==> config.mk <==
export PLATFORM = sky130hd
export DESIGN_NAME = mc_core
export DESIGN_NICKNAME = d
export VERILOG_FILES = /design/src/rtl/mc_core_pkg.sv /design/src/rtl/mc_core_regfile.sv /design/src/rtl/mc_core.sv
export SDC_FILE = /design/constraint.sdc
export NUM_CORES = 2
export LEC_CHECK = 0
export CORE_MARGIN = 2
export CORE_UTILIZATION = 25
export CTS_CLUSTER_DIAMETER = 30
export DETAILED_ROUTE_END_ITERATION = 10
export PLACE_DENSITY = 0.46
export SLEW_MARGIN = 20
export SYNTH_ARGS = -nofsm -noshare
export SYNTH_HDL_FRONTEND = slang
export SYNTH_SLANG_ARGS = --single-unit
==> constraint.sdc <==
create_clock -name CLK -period 12 [get_ports CLK]
set_input_delay 2.4 -clock CLK [delete_from_list [all_inputs] [get_ports CLK]]
set_output_delay 2.4 -clock CLK [all_outputs]
set_load 0.005 [all_outputs]
==> src/rtl/mc_core_pkg.sv <==
// mc_core_pkg: ALU op encodings, instruction field positions and FSM states shared by mc_core
package mc_core_pkg;
    localparam logic [4:0] OP_ADD  = 5'd0;
    localparam logic [4:0] OP_SUB  = 5'd1;
    localparam logic [4:0] OP_XOR  = 5'd2;
    localparam logic [4:0] OP_OR   = 5'd3;
    localparam logic [4:0] OP_AND  = 5'd4;
    localparam logic [4:0] OP_SLL  = 5'd5;
    localparam logic [4:0] OP_SRL  = 5'd6;
    localparam logic [4:0] OP_SRA  = 5'd7;
    localparam logic [4:0] OP_SLTS = 5'd8;
    localparam logic [4:0] OP_SLTU = 5'd9;
    localparam logic [4:0] OP_EQ   = 5'd16;
    localparam logic [4:0] OP_NE   = 5'd17;
    localparam logic [4:0] OP_LTS  = 5'd18;
    localparam logic [4:0] OP_GES  = 5'd19;
    localparam logic [4:0] OP_LTU  = 5'd20;
    localparam logic [4:0] OP_GEU  = 5'd21;

    localparam int B_BIT   = 31;
    localparam int C_BIT   = 30;
    localparam int W_BIT   = 29;
    localparam int S_BIT   = 28;
    localparam int OP_LSB  = 23;
    localparam int RA1_LSB = 18;
    localparam int RA2_LSB = 13;
    localparam int OFF_LSB = 5;
    localparam int WA_LSB  = 0;
    localparam int K_MSB   = 27;
    localparam int K_LSB   = 5;

    typedef enum logic [2:0] {FETCH, DECODE, EXEC, WB, HALT} state_t;
endpackage

==> src/rtl/mc_core_regfile.sv <==
// mc_core_regfile: 32 x DATA_W register file, two async read ports, one sync write port, x0 reads zero
module mc_core_regfile
    import mc_core_pkg::*;
#(
    parameter int DATA_W = 32
) (
    input  logic              CLK,
    input  logic              we,
    input  logic [4:0]        wa,
    input  logic [DATA_W-1:0] wd,
    input  logic [4:0]        ra1,
    input  logic [4:0]        ra2,
    output logic [DATA_W-1:0] rd1,
    output logic [DATA_W-1:0] rd2
);
    logic [DATA_W-1:0] mem [32];

    always_ff @(posedge CLK)
        if (we && wa != 5'd0) mem[wa] <= wd;

    assign rd1 = ra1 == 5'd0 ? '0 : mem[ra1];
    assign rd2 = ra2 == 5'd0 ? '0 : mem[ra2];
endmodule

==> src/rtl/mc_core.sv <==
// mc_core: multicycle FETCH/DECODE/EXEC/WB core with IN handshake, strobed OUT and halt.
// Define MC_CORE_PERF_EN to add RETIRED_CNT/STALL_CNT performance counters.
module mc_core
    import mc_core_pkg::*;
#(
    parameter int DATA_W = 32,
    parameter int PC_W   = 8
) (
    input  logic              CLK,
    input  logic              RST,
    output logic [PC_W-1:0]   IM_ADDR,
    input  logic [31:0]       IM_DATA,
    input  logic [DATA_W-1:0] IN_DATA,
    input  logic              IN_VALID,
    output logic              IN_READY,
    output logic [DATA_W-1:0] OUT_DATA,
    output logic              OUT_VALID,
    output logic              HALTED
`ifdef MC_CORE_PERF_EN
    ,
    output logic [31:0]       RETIRED_CNT,
    output logic [31:0]       STALL_CNT
`endif
);
    localparam int SH_W = $clog2(DATA_W);

    state_t            state, state_nx;
    logic [31:0]       ir;
    logic [PC_W-1:0]   pc;
    logic [DATA_W-1:0] rd1, rd2, rf_rd1, rf_rd2, alu_r, alu_nx, in_r, k_ext, wd;
    logic              flag_r, flag_nx;
    logic              b, c, w, s, is_in, is_out, halt_i, take;
    logic [4:0]        op;
    logic [SH_W-1:0]   sh;

    assign b      = ir[B_BIT];
    assign c      = ir[C_BIT];
    assign w      = ir[W_BIT];
    assign s      = ir[S_BIT];
    assign op     = ir[OP_LSB +: 5];
    assign is_in  = !w && s;
    assign is_out = !(w || s || b || c);
    assign halt_i = b && ir[OFF_LSB +: 8] == 8'd0;
    assign take   = b || (c && flag_r);
    assign k_ext  = DATA_W'($signed(ir[K_MSB:K_LSB]));
    assign sh     = rd2[SH_W-1:0];
    assign wd     = w ? (s ? alu_r : k_ext) : in_r;

    assign IM_ADDR  = pc;
    assign IN_READY = state == EXEC && is_in;
    assign HALTED   = state == HALT;

    // Operand addresses come straight off the ROM bus so the read lands in DECODE
    mc_core_regfile #(.DATA_W(DATA_W)) u_rf (
        .CLK (CLK),
        .we  (state == WB && (w || s)),
        .wa  (ir[WA_LSB +: 5]),
        .wd  (wd),
        .ra1 (IM_DATA[RA1_LSB +: 5]),
        .ra2 (IM_DATA[RA2_LSB +: 5]),
        .rd1 (rf_rd1),
        .rd2 (rf_rd2)
    );

    always_comb begin
        alu_nx  = '0;
        flag_nx = 1'b0;
        case (op)
            OP_ADD:  alu_nx = rd1 + rd2;
            OP_SUB:  alu_nx = rd1 - rd2;
            OP_XOR:  alu_nx = rd1 ^ rd2;
            OP_OR:   alu_nx = rd1 | rd2;
            OP_AND:  alu_nx = rd1 & rd2;
            OP_SLL:  alu_nx = rd1 << sh;
            OP_SRL:  alu_nx = rd1 >> sh;
            OP_SRA:  alu_nx = $signed(rd1) >>> sh;
            OP_SLTS: alu_nx = DATA_W'($signed(rd1) < $signed(rd2));
            OP_SLTU: alu_nx = DATA_W'(rd1 < rd2);
            OP_EQ:   flag_nx = rd1 == rd2;
            OP_NE:   flag_nx = rd1 != rd2;
            OP_LTS:  flag_nx = $signed(rd1) < $signed(rd2);
            OP_GES:  flag_nx = $signed(rd1) >= $signed(rd2);
            OP_LTU:  flag_nx = rd1 < rd2;
            OP_GEU:  flag_nx = rd1 >= rd2;
            default: ;
        endcase
    end

    always_comb begin
        state_nx = state;
        case (state)
            FETCH:   state_nx = DECODE;
            DECODE:  state_nx = EXEC;
            EXEC:    state_nx = (!is_in || IN_VALID) ? WB : EXEC;
            WB:      state_nx = halt_i ? HALT : FETCH;
            default: state_nx = state;
        endcase
    end

    always_ff @(posedge CLK) begin
        if (RST) begin
            state     <= FETCH;
            pc        <= '0;
            OUT_DATA  <= '0;
            OUT_VALID <= 1'b0;
        end else begin
            state     <= state_nx;
            OUT_VALID <= state == WB && is_out;
            if (state == DECODE) begin
                ir  <= IM_DATA;
                rd1 <= rf_rd1;
                rd2 <= rf_rd2;
            end
            if (state == EXEC) begin
                alu_r  <= alu_nx;
                flag_r <= flag_nx;
            end
            if (IN_READY && IN_VALID) in_r <= IN_DATA;
            if (state == WB) begin
                pc <= take ? pc + PC_W'($signed(ir[OFF_LSB +: 8])) : pc + PC_W'(1);
                if (is_out) OUT_DATA <= rd1;
            end
        end
    end

`ifdef MC_CORE_PERF_EN
    always_ff @(posedge CLK) begin
        if (RST) begin
            RETIRED_CNT <= '0;
            STALL_CNT   <= '0;
        end else begin
            if (state == WB) RETIRED_CNT <= RETIRED_CNT + 32'd1;
            if (IN_READY && !IN_VALID) STALL_CNT <= STALL_CNT + 32'd1;
        end
    end
`endif
endmodule

==> results.py <==
metrics = {
    "detailed_routing": {
        "met1_length_um": 98500,
        "first_pass_iters": 6,
        "routed_wl_um": 236000,
        "wl_met3_um": 17500,
        "postRouteAntennaNets": 0,
        "dr_wl_met2_um": 110000,
        "routed-via-count": 41500,
        "wl_per_cell_um": 30.0,
        "detail_route.vias_per_cell": 5.27,
        "drtIter0Drc": 4728,
        "routed.top_layer": "met5",
        "drc": 0,
    },
    "worst_setup_path": {
        "crit_type": "input pin to register",
        "critPathMaxFanout": 110,
        "crit_required_ns": 12.65,
        "crit_slowest_cell": "buf_4",
        "worst-path-buf-inv": 3,
        "cp.arrival_ns": 5.93,
        "end_kind": "register",
        "slowest_delay_ns": 0.83,
        "cp-start-kind": "input pin",
        "cp_common_cell": "mux4_2",
        "critical-path-top-delay-family": "buffers and inverters",
        "crit_chain": "buf_8 -> buf_12 -> buf_4 -> mux4_2 -> mux4_2 -> mux2i_1 -> nor2_1",
    },
    "grt": {
        "grt_use_total": 0.180,
        "antenna_found_initial": 5,
        "grt_pass1_wl_um": 329000,
        "grt_overflow": 0,
        "grt_pass1_vias": 42000,
        "grt_max_degree": 111,
    },
    "yosys": {
        "synth_area_per_cell_um2": 15.7,
        "synth_commonest_cells": "edfxtp_1, mux4_2, nor2_1",
        "yosysMostFrequentCell": "edfxtp_1",
        "yosysTopAreaCellShare": 0.565,
        "synth_cell_type_count": 84,
        "async_flop_share": 0,
        "synth_edf_count": 1185,
        "yosysSeqAreaShare": 0.579,
        "synth_area_mm2": 0.0630,
        "syn_inst": 4010,
        "ys_ff_latch": 1229,
        "synth_area_leaders": "edfxtp_1, mux4_2, mux2i_1",
        "synth_area_leader_cell": "edfxtp_1",
        "yosysWarnings": 0,
        "synth_flop_cell": "edfxtp_1",
    },
    "floorplanning": {
        "initial_core_util": 0.251,
        "fp.dieH_um": 506,
        "ios": 110,
        "core_mm2": 0.251,
        "fp.dieArea_mm2": 0.256,
        "row_count": 184,
        "die_w_um": 506,
    },
    "worst_hold_path": {
        "min_path_type": "register to register",
    },
    "timing": {
        "fin_crit_ns": 5.28,
        "worst_pin_slew_ns": 1.34,
        "fmax_mhz": 189,
        "relSlewSlack": 0.107,
        "maxSlewViolCount": 0,
        "fin_crit_sh": 0.440,
        "final_hold_viol_count": 0,
        "finalSetupViolations": 0,
        "clock_skew_ns": 0.100,
        "setup_tns_ns": 0,
        "postLayoutSetupSlackWorst_ns": 6.72,
        "rsz0062_at_grt": "no",
    },
    "layout": {
        "fillerInstances": 24500,
        "drive_above_1_share": 0.298,
        "regArea_mm2": 0.0365,
        "syn2layout_area_growth_pct": 26.1,
        "nets": 4464,
        "multiInputGateArea_mm2": 0.0255,
    },
    "clock_tree": {
        "cts_resized": 0,
        "ctsHtreeMaxLevel": 5,
        "post_cts_buffers": 0,
        "postCtsHoldBufs": 0,
        "cts_made_buffers": 323,
        "clkLatencyLatePin_ns": 0.93,
        "cts_tree": "yes",
        "cts-root-buf": "clkbuf_16",
        "clkSinkCount": 1229,
        "clk_pin_slew_ns": 0.04,
        "clockBufferDepth": 4,
    },
    "run_status": {
        "status": "complete, no violations",
    },
    "power": {
        "ir_drop_uv": 153,
        "power.density_mw_per_mm2": 183,
        "power_mw": 14.5,
        "cellLeakagePower_nw": 26.4,
    },
    "flow_run": {
        "max_cap_viol_count": 0,
    },
    "place": {
        "gp_congestion": 0.913,
        "dpl.hpwl_um": 135000,
        "io_buffer_count": 109,
        "dp_slack_ns": 5.76,
    },
}
-- through the flow --
stage / area, µm² / cells / utilization / hold slack [ns]
floorplan: 63100 / 4041 / - / 0.453
global placement: 68600 / 7311 / 0.273 / 0.447
detailed placement: 68600 / 7311 / 0.273 / 0.449
CTS: 79400 / 7868 / 0.316 / 0.456
global route: 79400 / 7869 / 0.317 / 0.478
finish: 79400 / 7871 / 0.317 / 0.455
-- worst min-delay path, stage by stage (launching register included) --
cell	delay, ns
dfxtp_1	0.30
nand2_1	0.05
a21oi_1	0.05
-- flip-flops by register name (all words and copies together), names as in the netlist --
register	count
u_rf.mem	1024
OUT_DATA	32
alu_r	32
in_r	32
ir	32
rd1	32
rd2	32
IM_ADDR	8
state	3
OUT_VALID	1
flag_r	1
-- layer usage --
metal	vias to the layer above	track usage
met1	21900	0.241
li1	17100	-
met3	430	0.0356
met2	2036	0.285
met5	-	0
met4	4	0.0773
-- cells in the final DEF, fill, tap and decap left out, drive strengths merged, types with 114 or more instances in the layout --
cell / n
edfxtp: 1185
mux4: 564
clkbuf: 371
nor2: 262
a21oi: 225
mux2i: 216
nand2: 195
buf: 142
o21ai: 128
inv: 114
-- cell type report --
class	instances	share of cell area
flip-flops and latches	1229	0.459
clock inverters	186	0.0300
repair buffers	240	0.0266
well taps	3348	0.0527
diodes	3	0.0000945
inverters	100	0.00473
multi-input cells	2394	0.321
clock buffers	371	0.106
-- report_power, final --
group | switching, mW | internal, mW
clock network | 2.60 | 6.03
registers | 0.0513 | 4.77
logic | 0.638 | 0.417
-- cell families after synthesis --
family | count (synthesis) | share of synthesized area
flops | 1229 | 0.579
xor+xnor | 30 | 0.00417
other cells | 1 | 0.0000595
mux | 841 | 0.247
fa+ha+maj | 109 | 0.0220
compound gates | 712 | 0.0739
buf+inv | 418 | 0.0261
simple gates | 670 | 0.0482
-- final timing paths --
check | startpoint | end | slack (ns) | cells past startpoint
max | IM_DATA[14] | rd2[1] | 6.72 | 7
min | OUT_DATA[5] | OUT_DATA[5] | 0.45 | 2
max reg2reg | rd2[0] | alu_r[30] | 7.07 | 14
min reg2reg | OUT_DATA[5] | OUT_DATA[5] | 0.45 | 2
No activity file was read; power rests on OpenSTA's default activity.
